[config.mk]
export PLATFORM = sky130hd
export DESIGN_NAME = alu_cmd_sequencer_flat
export DESIGN_NICKNAME = d
export VERILOG_FILES = /design/src/rtl/alu_cmd_sequencer_if.sv /design/src/rtl/alu_cmd_sequencer.sv /design/src/flat_wrapper.sv
export SDC_FILE = /design/constraint.sdc
export NUM_CORES = 1
export LEC_CHECK = 0
export CELL_PAD_IN_SITES_DETAIL_PLACEMENT = 0
export CELL_PAD_IN_SITES_GLOBAL_PLACEMENT = 2
export CORE_ASPECT_RATIO = 0.5
export CORE_MARGIN = 4
export CORE_UTILIZATION = 37
export CTS_BUF_LIST = sky130_fd_sc_hd__clkbuf_8 sky130_fd_sc_hd__clkbuf_16
export CTS_CLUSTER_SIZE = 16
export DETAILED_ROUTE_END_ITERATION = 16
export PLACE_DENSITY = 0.74
export SYNTH_ARGS = -nofsm -noshare
export SYNTH_HDL_FRONTEND = slang
export SYNTH_SLANG_ARGS = --single-unit
[constraint.sdc]
create_clock -name clk -period 2.85 [get_ports clk]
set_clock_uncertainty 0.1 [all_clocks]
set_input_delay 0.4275 -clock clk [delete_from_list [all_inputs] [get_ports clk]]
set_output_delay 0.4275 -clock clk [all_outputs]
set_load 0.01 [all_outputs]
[src/rtl/alu_cmd_sequencer_if.sv]
// Command and result handshake bundle between a command producer/result consumer and the sequencer.
interface alu_cmd_sequencer_if;
  logic       cmd_valid;
  logic       cmd_ready;
  logic [2:0] cmd_op;
  logic [3:0] cmd_b;
  logic       cmd_load;
  logic       res_valid;
  logic       res_ready;
  logic [3:0] res_data;
  logic       res_zero;
  logic       res_carry;

  modport master (
    output cmd_valid, cmd_op, cmd_b, cmd_load, res_ready,
    input  cmd_ready, res_valid, res_data, res_zero, res_carry
  );

  modport slave (
    input  cmd_valid, cmd_op, cmd_b, cmd_load, res_ready,
    output cmd_ready, res_valid, res_data, res_zero, res_carry
  );
endinterface

[src/rtl/alu_cmd_sequencer.sv]
// Buffers {op, operand} commands, drives them into an external combinational 4-bit ALU
// against an accumulator, and reports each captured result on a valid/ready port.
module alu_cmd_sequencer #(
  parameter int unsigned DEPTH    = 4,
  parameter logic [3:0]  ACC_INIT = 4'h0
) (
  input  logic                     clk,
  input  logic                     rst_n,
  alu_cmd_sequencer_if.slave       bus,
  output logic [3:0]               alu_a,
  output logic [3:0]               alu_b,
  output logic [2:0]               alu_op,
  input  logic [3:0]               alu_result,
  input  logic                     alu_zero,
  input  logic                     alu_carry,
  output logic [3:0]               acc,
  output logic [$clog2(DEPTH):0]   fifo_count
);

  localparam int unsigned PW = $clog2(DEPTH);
  localparam int unsigned CW = PW + 1;

  typedef struct packed {
    logic       load;
    logic [2:0] op;
    logic [3:0] b;
  } cmd_t;

  typedef enum logic [1:0] {IDLE, EXEC, OUT} state_t;

  state_t          state, state_nxt;
  cmd_t            mem [DEPTH];
  cmd_t            head_c;
  logic [PW-1:0]   wr_ptr, rd_ptr;
  logic [CW-1:0]   count_nxt_c;
  logic            push_c, pop_c, exec_c, clr_c, ack_c, nonempty_c;
  logic            load_q;
  logic [3:0]      exec_data_c;
  logic            exec_zero_c, exec_carry_c;

  assign push_c      = bus.cmd_valid && bus.cmd_ready;
  assign ack_c       = bus.res_valid && bus.res_ready;
  assign nonempty_c  = (fifo_count != CW'(0));
  assign head_c      = mem[rd_ptr];
  assign count_nxt_c = fifo_count + CW'(push_c) - CW'(pop_c);

  // State register
  always_ff @(posedge clk or negedge rst_n) begin
    if (!rst_n) state <= IDLE;
    else        state <= state_nxt;
  end

  // Next-state logic
  always_comb begin
    state_nxt = state;
    case (state)
      IDLE:    if (nonempty_c) state_nxt = EXEC;
      EXEC:    state_nxt = OUT;
      OUT:     if (ack_c) state_nxt = nonempty_c ? EXEC : IDLE;
      default: state_nxt = IDLE;
    endcase
  end

  // FSM control strobes
  always_comb begin
    pop_c  = 1'b0;
    exec_c = 1'b0;
    clr_c  = 1'b0;
    case (state)
      IDLE: pop_c = nonempty_c;
      EXEC: exec_c = 1'b1;
      OUT: begin
        clr_c = ack_c;
        pop_c = ack_c && nonempty_c;
      end
      default: ;
    endcase
  end

  // A load bypasses the ALU and takes the operand itself
  always_comb begin
    exec_data_c  = load_q ? alu_b : alu_result;
    exec_zero_c  = load_q ? (alu_b == 4'h0) : alu_zero;
    exec_carry_c = load_q ? 1'b0 : alu_carry;
  end

  // Command storage; contents need no reset since count gates every read
  always_ff @(posedge clk) begin
    if (push_c) mem[wr_ptr] <= cmd_t'{load: bus.cmd_load, op: bus.cmd_op, b: bus.cmd_b};
  end

  // FIFO pointers and occupancy; ready is registered from the next count
  always_ff @(posedge clk or negedge rst_n) begin
    if (!rst_n) begin
      wr_ptr        <= '0;
      rd_ptr        <= '0;
      fifo_count    <= '0;
      bus.cmd_ready <= 1'b1;
    end else begin
      if (push_c) wr_ptr <= wr_ptr + PW'(1);
      if (pop_c)  rd_ptr <= rd_ptr + PW'(1);
      fifo_count    <= count_nxt_c;
      bus.cmd_ready <= (count_nxt_c != CW'(DEPTH));
    end
  end

  // Issue, capture and result presentation
  always_ff @(posedge clk or negedge rst_n) begin
    if (!rst_n) begin
      alu_a         <= 4'h0;
      alu_b         <= 4'h0;
      alu_op        <= 3'h0;
      load_q        <= 1'b0;
      acc           <= ACC_INIT;
      bus.res_valid <= 1'b0;
      bus.res_data  <= ACC_INIT;
      bus.res_zero  <= 1'b0;
      bus.res_carry <= 1'b0;
    end else begin
      if (pop_c) begin
        alu_a  <= acc;
        alu_b  <= head_c.b;
        alu_op <= head_c.op;
        load_q <= head_c.load;
      end
      if (exec_c) begin
        acc           <= exec_data_c;
        bus.res_data  <= exec_data_c;
        bus.res_zero  <= exec_zero_c;
        bus.res_carry <= exec_carry_c;
        bus.res_valid <= 1'b1;
      end else if (clr_c) begin
        bus.res_valid <= 1'b0;
      end
    end
  end

endmodule

[src/flat_wrapper.sv]
// flat-port wrapper written by rule: the top's interface ports become plain ports
module alu_cmd_sequencer_flat 
#(
  parameter int unsigned DEPTH    = 4,
  parameter logic [3:0]  ACC_INIT = 4'h0
)
  (clk, rst_n, alu_a, alu_b, alu_op, alu_result, alu_zero, alu_carry, acc, fifo_count, bus_cmd_valid, bus_cmd_op, bus_cmd_b, bus_cmd_load, bus_res_ready, bus_cmd_ready, bus_res_valid, bus_res_data, bus_res_zero, bus_res_carry);
  alu_cmd_sequencer_if bus_i ();
  input  logic clk;
  input  logic rst_n;
  output logic [3:0] alu_a;
  output logic [3:0] alu_b;
  output logic [2:0] alu_op;
  input  logic [3:0] alu_result;
  input  logic alu_zero;
  input  logic alu_carry;
  output logic [3:0] acc;
  output logic [$clog2(DEPTH):0] fifo_count;
  input wire logic [$bits(bus_i.cmd_valid)-1:0] bus_cmd_valid;
  input wire logic [$bits(bus_i.cmd_op)-1:0] bus_cmd_op;
  input wire logic [$bits(bus_i.cmd_b)-1:0] bus_cmd_b;
  input wire logic [$bits(bus_i.cmd_load)-1:0] bus_cmd_load;
  input wire logic [$bits(bus_i.res_ready)-1:0] bus_res_ready;
  output wire logic [$bits(bus_i.cmd_ready)-1:0] bus_cmd_ready;
  output wire logic [$bits(bus_i.res_valid)-1:0] bus_res_valid;
  output wire logic [$bits(bus_i.res_data)-1:0] bus_res_data;
  output wire logic [$bits(bus_i.res_zero)-1:0] bus_res_zero;
  output wire logic [$bits(bus_i.res_carry)-1:0] bus_res_carry;
  assign bus_i.cmd_valid = bus_cmd_valid;
  assign bus_i.cmd_op = bus_cmd_op;
  assign bus_i.cmd_b = bus_cmd_b;
  assign bus_i.cmd_load = bus_cmd_load;
  assign bus_i.res_ready = bus_res_ready;
  assign bus_cmd_ready = bus_i.cmd_ready;
  assign bus_res_valid = bus_i.res_valid;
  assign bus_res_data = bus_i.res_data;
  assign bus_res_zero = bus_i.res_zero;
  assign bus_res_carry = bus_i.res_carry;
  alu_cmd_sequencer #(.DEPTH(DEPTH), .ACC_INIT(ACC_INIT)) u_core (.clk(clk), .rst_n(rst_n), .bus(bus_i), .alu_a(alu_a), .alu_b(alu_b), .alu_op(alu_op), .alu_result(alu_result), .alu_zero(alu_zero), .alu_carry(alu_carry), .acc(acc), .fifo_count(fifo_count));
endmodule
# Word-level counts from Yosys, hierarchy flattened
# Memory sizes are Yosys's and may differ from the RTL's. A register that Yosys moved wholly into a read port is not among the register bits.
# Cells that the tools add are included.
# word_totals
output_inout_bits	26
regBits	21
mem_bits_rw	32
n_memories	1
# classes
n_eq_ne	5
reduce_logical	9
n_mux	14
add_sub_neg	4
# memory_table
name	depth	width	rd	rd_clocked_by_memory_dff	wr	line_no	source
u_core.mem	4	8	1	1	1	alu_cmd_sequencer.sv:32	cmd_t mem [DEPTH];
# ops
op	n
1-bit 2-to-1 mux	9
2-bit case mux with 3 select lines	1
2-bit by 1-bit adder with 2-bit output, second input constant	2
4-bit zero test	1
2-bit 2-to-1 mux	2
4-bit 2-to-1 mux	1
2-bit by 1-bit inequality test with 1-bit output, second input constant	2
3-bit by 1-bit adder with 3-bit output	1
1-bit logical AND	3
3-bit inequality test, second input constant	1
3-bit nonzero test	1
3-bit by 1-bit subtractor with 3-bit output	1
2-bit by 1-bit equality test with 1-bit output, second input constant	1
2-bit equality test, second input constant	1
2-bit zero test	1
1-bit case mux with 2 select lines	1
2-bit AND reduction	1
2-bit nonzero test	1
1-bit zero test	1

# Depth between registers and ports, before layout
# Gate-level depths: netlist of run 1.
# depth
word_depth	5
depth_mapped	10
depth_no_buf	9

# Least setup slack after synthesis of run 1
# No wires, ideal clock.
# synth_timing
path_type	reg2reg
startpoint	register u_core.fifo_count[2]
endpoint	register u_core.bus.cmd_ready
stages_incl_launch_ff	11
path_buffers	1
period_less_slack_ns	2.349
setup_time_ns	0.083
setup_slack_ns	0.501
t_arrival_ns	2.167
path_cell_list	dfrtp_1 -> nor3_4 -> nor3_4 -> buf_6 -> ha_1 -> inv_1 -> ha_1 -> fa_1 -> xor2_1 -> xnor2_1 -> nand2_1
# synth_via
elab_chain_len	5
elab_cells_between_ends	6
classes_between	add/sub (2); eq/ne (1); mux (1); reduce/logical (2)
# synth_rtl
item	line_no	source
from (decl)	alu_cmd_sequencer.sv:17	output logic [$clog2(DEPTH):0] fifo_count
from (signal assigned)	alu_cmd_sequencer.sv:102	fifo_count <= count_nxt_c;
3-bit nonzero test (*)	alu_cmd_sequencer.sv:43	assign nonempty_c = (fifo_count != CW'(0));
1-bit logical AND	alu_cmd_sequencer.sv:74	pop_c = ack_c && nonempty_c;
1-bit case mux with 2 select lines (*)	alu_cmd_sequencer.sv:69	case (state)
net u_core.pop_c	alu_cmd_sequencer.sv:36	logic push_c, pop_c, exec_c, clr_c, ack_c, nonempty_c;
3-bit by 1-bit subtractor with 3-bit output (*)	alu_cmd_sequencer.sv:45	assign count_nxt_c = fifo_count + CW'(push_c) - CW'(pop_c);
net u_core.count_nxt_c[2]	alu_cmd_sequencer.sv:35	logic [CW-1:0] count_nxt_c;
3-bit inequality test (*)	alu_cmd_sequencer.sv:103	bus.cmd_ready <= (count_nxt_c != CW'(DEPTH));
to (signal assigned)	alu_cmd_sequencer.sv:103	
to (decl)	alu_cmd_sequencer_if.sv:21	output cmd_ready, res_valid, res_data, res_zero, res_carry
# The timed path passes the listed nets; every way through them passes the cells marked *.
# A chain may end at the register's enable or synchronous reset.

# Final worst setup path of run 1
# layout_timing
startpoint	input bus_res_ready
endpoint	register u_core.bus.cmd_ready
# layout_via
elab_chain_len	5
# layout_rtl
item	line_no	source
from (decl)	flat_wrapper.sv:23	input wire logic [$bits(bus_i.res_ready)-1:0] bus_res_ready;
1-bit logical AND	alu_cmd_sequencer.sv:42	assign ack_c = bus.res_valid && bus.res_ready;
1-bit logical AND	alu_cmd_sequencer.sv:74	
1-bit case mux with 2 select lines	alu_cmd_sequencer.sv:69	
3-bit by 1-bit subtractor with 3-bit output	alu_cmd_sequencer.sv:45	
net u_core.count_nxt_c[2]	alu_cmd_sequencer.sv:35	
3-bit inequality test	alu_cmd_sequencer.sv:103	
# The timed path passes the listed nets, and every way through them passes these cells.

==> impl_summary.log, run 1 <==
[metrics] part of the power in registers: 0.370
[metrics] RR Endpoint: u_core.bus.cmd_ready$_DFF_PN1_
[metrics] count of mapped cells out of synthesis: 149
[metrics] type of the setup path with the least slack: input pin to register
[metrics] Post-CTS Resized: 0
[metrics] cell at the root of the clock tree: clkbuf_16
[metrics] CTS Sinks: 61
[metrics] number of cells on the worst reg-to-reg path: 9
[metrics] Routed WL per cell: 15.6 µm
[metrics] Sw Share: 0.303
[metrics] Overall Global Routing Usage: 0.121
[metrics] Overall Power: 4.13 mW
[metrics] die area: 0.00828 mm²
[metrics] hold violation count in the final report: 0
[metrics] biggest cell delay along the critical path: 470 ps
[metrics] number of remaining DRC errors: 0
[metrics] Tcrit/Tclk final: 0.834
[metrics] source-to-sink clock delay at the later pin of the worst-skew pair: 330 ps
[metrics] width of the chip: 125 µm
[metrics] Final #Nets: 221
[metrics] Lkg Pwr: 1.34 nW
[metrics] startpoint type of the worst setup path: input pin
[metrics] placement-stage worst setup slack: 118 ps
[metrics] most used cell along the critical path: ha_1
[metrics] DRT iter0 DRCs: 21
[metrics] peak ir drop on the vdd network: 0.000623 V
[metrics] post-synthesis area per instance: 16.9 µm²
[metrics] share of power burned in the clock network: 0.281
[metrics] Post-DP HPWL: 3100 µm
[metrics] Port Buffer Count: 43
[metrics] data required time of the worst path: 3000 ps
[metrics] IO Pins: 44
[metrics] PD cells: 1240 mW/mm²
[metrics] maximum number of pins on one net before global-route repair: 30
[metrics] shortest period the worst path allows: 2380 ps
[metrics] number of maximum-capacitance violations: 0
[metrics] launching element of the worst setup path: bus_res_ready
[metrics] net load switching power: 1.25 mW
[metrics] cell breakdown of the critical path: clkdlybuf4s50_1, a21boi_4, nor3_4, ha_1, inv_1, ha_1, fa_1, xor2_1, xnor2_1, nand2_1
[metrics] number of buffers added for setup after CTS: 0
[metrics] Crit path max-delay family: adder cells
[metrics] post-route standard cell area excluding fillers: 0.00334 mm²
[metrics] distinct cell type count of the synthesized netlist: 28
[metrics] wire length of the first global-routing pass: 7090 µm
[metrics] Peak Freq: 0.421 GHz
[metrics] largest fanout of any net on the critical path: 4
[metrics] status: completed
[metrics] initial cell density of the core: 0.398
[metrics] clock tree from TritonCTS: done
[metrics] post-route setup slack: 473 ps
[metrics] Min Hold Slack: 377 ps
[metrics] Max-slew headroom: 0.597
[metrics] number of antenna repair diodes: 0
[metrics] Worst Hold Class: input pin to async pin
[metrics] post-detailed-routing wire length: 4500 µm
[metrics] post-synthesis instance area: 0.00252 mm²
[metrics] initial antenna violation count: 0
[metrics] overall overflow remaining after global route: 0
[metrics] count of H-tree levels built during CTS: 3
[metrics] hold-fix buffer count after cts: 0
[metrics] number of flip-flops and latches in the synthesized netlist: 61
[metrics] height of the die: 66.4 µm
[metrics] total nets after synthesis: 174
[metrics] Synth warnings: 0
[metrics] post-synthesis to final-layout area growth: 32.3%
[metrics] final count of pins violating max slew: 0
[metrics] count of endpoints failing setup in the final report: 0
[metrics] Tightest Pin Transition: 605 ps
[metrics] via count of the first global-routing pass: 1330
[metrics] total cell area at the placement stage: 0.00301 mm²
[metrics] combinational cell fraction of total power: 0.348
[metrics] # rows: 20
[metrics] placer congestion estimate: 0.689
[metrics] Crit path arrival time: 2530 ps
[metrics] slowest stage cell on the critical path: clkdlybuf4s50_1
[metrics] sequential fraction of the synthesis area: 0.669
[metrics] type of destination of the critical path: register
[metrics] CTS Buf Count: 9
[metrics] maximum buffer depth of the clock tree: 2
[metrics] buffer and inverter count on the worst path: 2
[metrics] antenna-violating nets left: 0
[metrics] DR pass1 iterations: 4
[metrics] FF-to-FF Start: u_core.fifo_count[1]$_DFF_PN0_
[metrics] layout cell share with drive strength beyond 1: 0.204
[metrics] number of vias after detailed routing: 1331
[metrics] clock slew at reported path FFs: 60 ps
[metrics] Core ar.: 0.00633 mm²
[metrics] Internal Power: 2.88 mW
[metrics] FILL cells: 533
[metrics] aggregate negative setup slack: 0 ps
[metrics] RSZ-0062 raised after global routing: no
[metrics] flop-to-flop setup slack: 580 ps
[metrics] number of vias per cell: 4.61
==> metal layers <==
layer | track usage | vias up | wire [µm]
met4 | 0.0615 | 0 | 71
met3 | 0.0694 | 6 | 333
li1 | - | 638 | -
met5 | 0 | - | 0
met1 | 0.141 | 650 | 2020
met2 | 0.179 | 37 | 2070
==> registers in the layout (all words and copies together), names as in the netlist <==
signal / cells
u_core.alu_op: 3
u_core.load_q: 1
u_core.bus.cmd_ready: 1
u_core.mem: 32
u_core.state: 2
u_core.bus.res_valid: 1
u_core.bus.res_zero: 1
u_core.rd_ptr: 2
u_core.alu_b: 4
u_core.alu_a: 4
u_core.bus.res_data: 4
u_core.bus.res_carry: 1
u_core.wr_ptr: 2
u_core.fifo_count: 3
==> cells by family after synthesis <==
logic type | share of synthesized area
compound gates | 0.0253
xor+xnor | 0.0174
fa+ha+maj | 0.0377
buf+inv | 0.0372
flops | 0.669
mux | 0.157
simple gates | 0.0565
==> cells in the mapped netlist <==
master / number / area share
a21oi_1: 2 / 0.0040
edfxtp_1: 32 / 0.38
nor2_1: 1 / 0.0015
xor2_1: 3 / 0.010
nor4b_1: 1 / 0.0035
nand2_1: 10 / 0.015
nand3_1: 1 / 0.0020
fa_1: 1 / 0.0079
nand2b_1: 3 / 0.0074
ha_1: 6 / 0.030
o21ai_0: 7 / 0.014
inv_1: 8 / 0.012
buf_6: 2 / 0.0089
buf_1: 1 / 0.0015
mux2_4: 8 / 0.048
nor4_1: 1 / 0.0025
dfstp_2: 1 / 0.010
mux4_2: 8 / 0.071
a21boi_4: 1 / 0.0074
clkbuf_1: 2 / 0.0030
xnor2_1: 2 / 0.0069
and3_1: 4 / 0.0099
mux2_2: 4 / 0.018
dfrtp_1: 28 / 0.28
nor3_4: 2 / 0.013
nor3_1: 1 / 0.0020
mux2i_1: 5 / 0.020
buf_4: 4 / 0.012
==> how the worst max path moves through the flow <==
stage / end / cells past startpoint
after global routing: u_core.bus.cmd_ready$_DFF_PN1_ / 10
after CTS: u_core.bus.cmd_ready$_DFF_PN1_ / 10
after detailed placement: u_core.bus.cmd_ready$_DFF_PN1_ / 10
final: u_core.bus.cmd_ready$_DFF_PN1_ / 10
after global placement: u_core.bus.cmd_ready$_DFF_PN1_ / 10
after floorplan: u_core.bus.cmd_ready$_DFF_PN1_ / 10
==> cells in the final DEF (no fill, tap or decap), types with 4 or more instances in the layout <==
cell,count
clkdlybuf4s50_1,43
edfxtp_1,32
dfrtp_1,28
nand2_1,10
inv_1,9
clkbuf_16,9
mux4_2,8
mux2_4,8
o21ai_0,7
ha_1,6
mux2i_1,5
and3_1,4
mux2_2,4
==> power groups by stage <==
stage | Combinational (mW) | Clock [mW] | Sequential [mW]
6_report | 1.44 | 1.16 | 1.53
3_5_place_dp | 1.47 | 0 | 1.55
5_1_grt | 1.55 | 1.24 | 1.58
2_1_floorplan | 0.969 | 0 | 1.50
4_1_cts | 1.47 | 1.19 | 1.54
3_3_place_gp | 1.43 | 0 | 1.55
==> through the flow <==
step,utilization,cells
3_3_place_gp,0.476,273
4_1_cts,0.527,289
3_5_place_dp,0.476,273
6_report,0.527,289
5_1_grt,0.527,289
2_1_floorplan,-,149
==> area by class of cell <==
type,instances,area [µm²],share of cell area
tap,88,110,0.0330
sequential,61,1690,0.506
multi-input combinational,71,741,0.222
timing repair buffer,45,445,0.133
inverter,8,30.0,0.00900
clock inverter,7,98.8,0.0296
clock buffer,9,225,0.0675
Note: power is estimated with default switching activity, not from simulation.
==> inputs of run 2 (changes only) <==
Settings changed: CORE_UTILIZATION 37 to 34, PLACE_DENSITY 0.74 to 0.71.
Clock period 2.85 ns to 2 ns, I/O delays scaled along.
==> impl_summary.log, run 2 (synthesized netlist as in run 1, its figures left out) <==
[metrics] status: finished, violations left (was completed)
[metrics] violations in the final reports: negative setup slack
[metrics] number of remaining DRC errors: 0 (unchanged)
[metrics] count of H-tree levels built during CTS: 3 (unchanged)
[metrics] cell at the root of the clock tree: clkbuf_16 (unchanged)
[metrics] CTS Buf Count: 9 (unchanged)
[metrics] PD cells: 1790 mW/mm² (was 1240 mW/mm²)
[metrics] number of flip-flops in the largest register: 32 (unchanged)
[metrics] number of antenna repair diodes: 0 (unchanged)
[metrics] startpoint type of the worst setup path: input pin (unchanged)
[metrics] RSZ-0062 raised after global routing: yes (was no)
[metrics] Crit path arrival time: 2260 ps (was 2530 ps)
[metrics] clock slew at reported path FFs: 50 ps (was 60 ps)
[metrics] wire length of the first global-routing pass: 7590 µm (was 7090 µm)
[metrics] Final #Nets: 238 (was 221)
[metrics] initial antenna violation count: 0 (unchanged)
[metrics] # rows: 21 (was 20)
[metrics] IO Pins: 44 (unchanged)
[metrics] combinational cell fraction of total power: 0.385 (was 0.348)
[metrics] largest fanout of any net on the critical path: 2 (was 4)
[metrics] placement-stage worst setup slack: -465 ps (was 118 ps)
[metrics] Core ar.: 0.00694 mm² (was 0.00633 mm²)
[metrics] antenna-violating nets left: 0 (unchanged)
[metrics] Port Buffer Count: 43 (unchanged)
[metrics] type of destination of the critical path: register (unchanged)
[metrics] final count of pins violating max slew: 0 (unchanged)
[metrics] CTS Sinks: 61 (unchanged)
[metrics] highest-count cells in the layout ignoring fill and taps: 43 x clkdlybuf4s50_1, 32 x edfxtp_1, 27 x dfrtp_1 (was 43 x clkdlybuf4s50_1, 32 x edfxtp_1, 28 x dfrtp_1)
[metrics] Post-DP HPWL: 3230 µm (was 3100 µm)
[metrics] post-detailed-routing wire length: 4700 µm (was 4500 µm)
[metrics] Peak Freq: 0.474 GHz
[metrics] hold violation count in the final report: 0 (unchanged)
[metrics] most common cell after layout, fill and taps aside: clkdlybuf4s50_1 (unchanged)
[metrics] core occupancy in the finished layout: 0.509 (was 0.527)
[metrics] Worst Hold Class: input pin to async pin (unchanged)
[metrics] maximum number of pins on one net before global-route repair: 30 (unchanged)
[metrics] hold-fix buffer count after cts: 0 (unchanged)
[metrics] source-to-sink clock delay at the later pin of the worst-skew pair: 330 ps (about the same)
[metrics] DRT iter0 DRCs: 67 (was 21)
[metrics] number of maximum-capacitance violations: 0 (unchanged)
[metrics] via count of the first global-routing pass: 1449 (was 1330)
[metrics] width of the chip: 130 µm (was 125 µm)
[metrics] Max-slew headroom: 0.711 (was 0.597)
[metrics] Sw Share: 0.291 (was 0.303)
[metrics] DR pass1 iterations: 3 (was 4)
[metrics] type of the setup path with the least slack: input pin to register (unchanged)
[metrics] number of vias after detailed routing: 1421 (was 1331)
[metrics] number of vias per cell: 4.58 (was 4.61)
[metrics] post-synthesis to final-layout area growth: 40.1% (was 32.3%)
[metrics] largest register by flop count: u_core.mem (unchanged)
[metrics] placer congestion estimate: 0.718 (was 0.689)
[metrics] share of power burned in the clock network: 0.283 (was 0.281)
[metrics] die area: 0.00894 mm² (was 0.00828 mm²)
[metrics] count of endpoints failing setup in the final report: 2 (was 0)
[metrics] Lkg Pwr: 1.43 nW (was 1.34 nW)
[metrics] data required time of the worst path: 2150 ps (was 3000 ps)
[metrics] maximum buffer depth of the clock tree: 2 (unchanged)
[metrics] clock tree from TritonCTS: done (unchanged)
[metrics] peak ir drop on the vdd network: 0.000595 V (was 0.000623 V)
[metrics] part of the power in registers: 0.332 (was 0.370)
[metrics] net load switching power: 1.84 mW (was 1.25 mW)
[metrics] layout cell share with drive strength beyond 1: 0.294 (was 0.204)
[metrics] initial cell density of the core: 0.364 (was 0.398)
[metrics] post-route setup slack: -111 ps (was 473 ps)
[metrics] Internal Power: 4.48 mW (was 2.88 mW)
[metrics] Tightest Pin Transition: 434 ps (was 605 ps)
[metrics] Tcrit/Tclk final: 1.06
[metrics] overall overflow remaining after global route: 0 (unchanged)
[metrics] Overall Global Routing Usage: 0.121 (about the same)
[metrics] Routed WL per cell: 15.2 µm (was 15.6 µm)
[metrics] shortest period the worst path allows: 2110 ps
[metrics] height of the die: 68.9 µm (was 66.4 µm)
==> run 2: worst paths after layout <==
check | start | end | slack (ps) | depth (start not counted)
max | bus_res_ready | u_core.bus.cmd_ready$_DFF_PN1_ | -110 | 10
min | rst_n | u_core.wr_ptr[0]$_DFFE_PN0P_ | 270 | 2
max reg2reg | u_core.fifo_count[1]$_DFF_PN0_ | u_core.bus.cmd_ready$_DFF_PN1_ | -100 | 9
min reg2reg | u_core.bus.res_carry$_DFFE_PN0P_ | u_core.bus.res_carry$_DFFE_PN0P_ | 390 | 2
max in group asynchronous | rst_n | u_core.bus.cmd_ready$_DFF_PN1_ | 1220 | 2
min in group clk | u_core.bus.res_carry$_DFFE_PN0P_ | u_core.bus.res_carry$_DFFE_PN0P_ | 390 | 2
==> run 2: timing repair <==
action | in CTS | in global routing
pin swaps | 6 | 0
resized for setup | 0 | 1
setup endpoints to repair | 2 | 2
setup buffers | 1 | 0
==> run 2: area by class of cell <==
cell class / instances / area [µm²]
Tap cell: 92 / 115
Fill cell: 617 / 3400
Clock inverter: 6 / 111
Multi-Input combinational cell: 71 / 776
Timing Repair Buffer: 62 / 573
Inverter: 8 / 30.0
Sequential cell: 61 / 1690
Clock buffer: 10 / 239
==> run 2: metal layers <==
layer / track usage / vias up / share of wire
met5: 0 / - / 0
met4: 0.0622 / 0 / 0.020
met3: 0.0531 / 10 / 0.053
met2: 0.186 / 30 / 0.47
met1: 0.148 / 709 / 0.46
li1: - / 672 / -
==> run 2: power groups by stage <==
| stage | clock [mW] | sequential (mW) | combinational, mW |
|---|---|---|---|
| final | 1.79 | 2.10 | 2.43 |
| after global routing | 1.89 | 2.17 | 2.69 |
| after CTS | 1.83 | 2.11 | 2.46 |
| after detailed placement | 0 | 2.14 | 2.43 |
| after global placement | 0 | 2.11 | 2.39 |
| after floorplan | 0 | 2.13 | 1.45 |
==> run 2: stage by stage <==
stage               TNS, ps  hold WS [ps]  instance area, µm²  total power, mW  std cells
floorplan              -615         -95.6                2550             3.58        149
global placement       -941           365                3170             4.50        293
detailed placement    -1260           379                3170             4.57        293
CTS                    -112           273                3530             6.40        310
global route           -301           300                3530             6.74        310
finish                 -150           267                3530             6.32        310
==> run 2: critical path, cell delays in order <==
cell and delay [ps]:
clkdlybuf4s50_1 530, a21boi_4 80, nor3_4 240, ha_4 170, inv_2 30, ha_4 140, fa_2 350, xor2_2 160
xnor2_1 170, nand2_1 80
==> inputs of run 3 (changes only) <==
Settings changed: GPL_TIMING_DRIVEN set to 1.
==> results of run 3 <==
Final layout, timing and power as in run 2 (identical DEF).
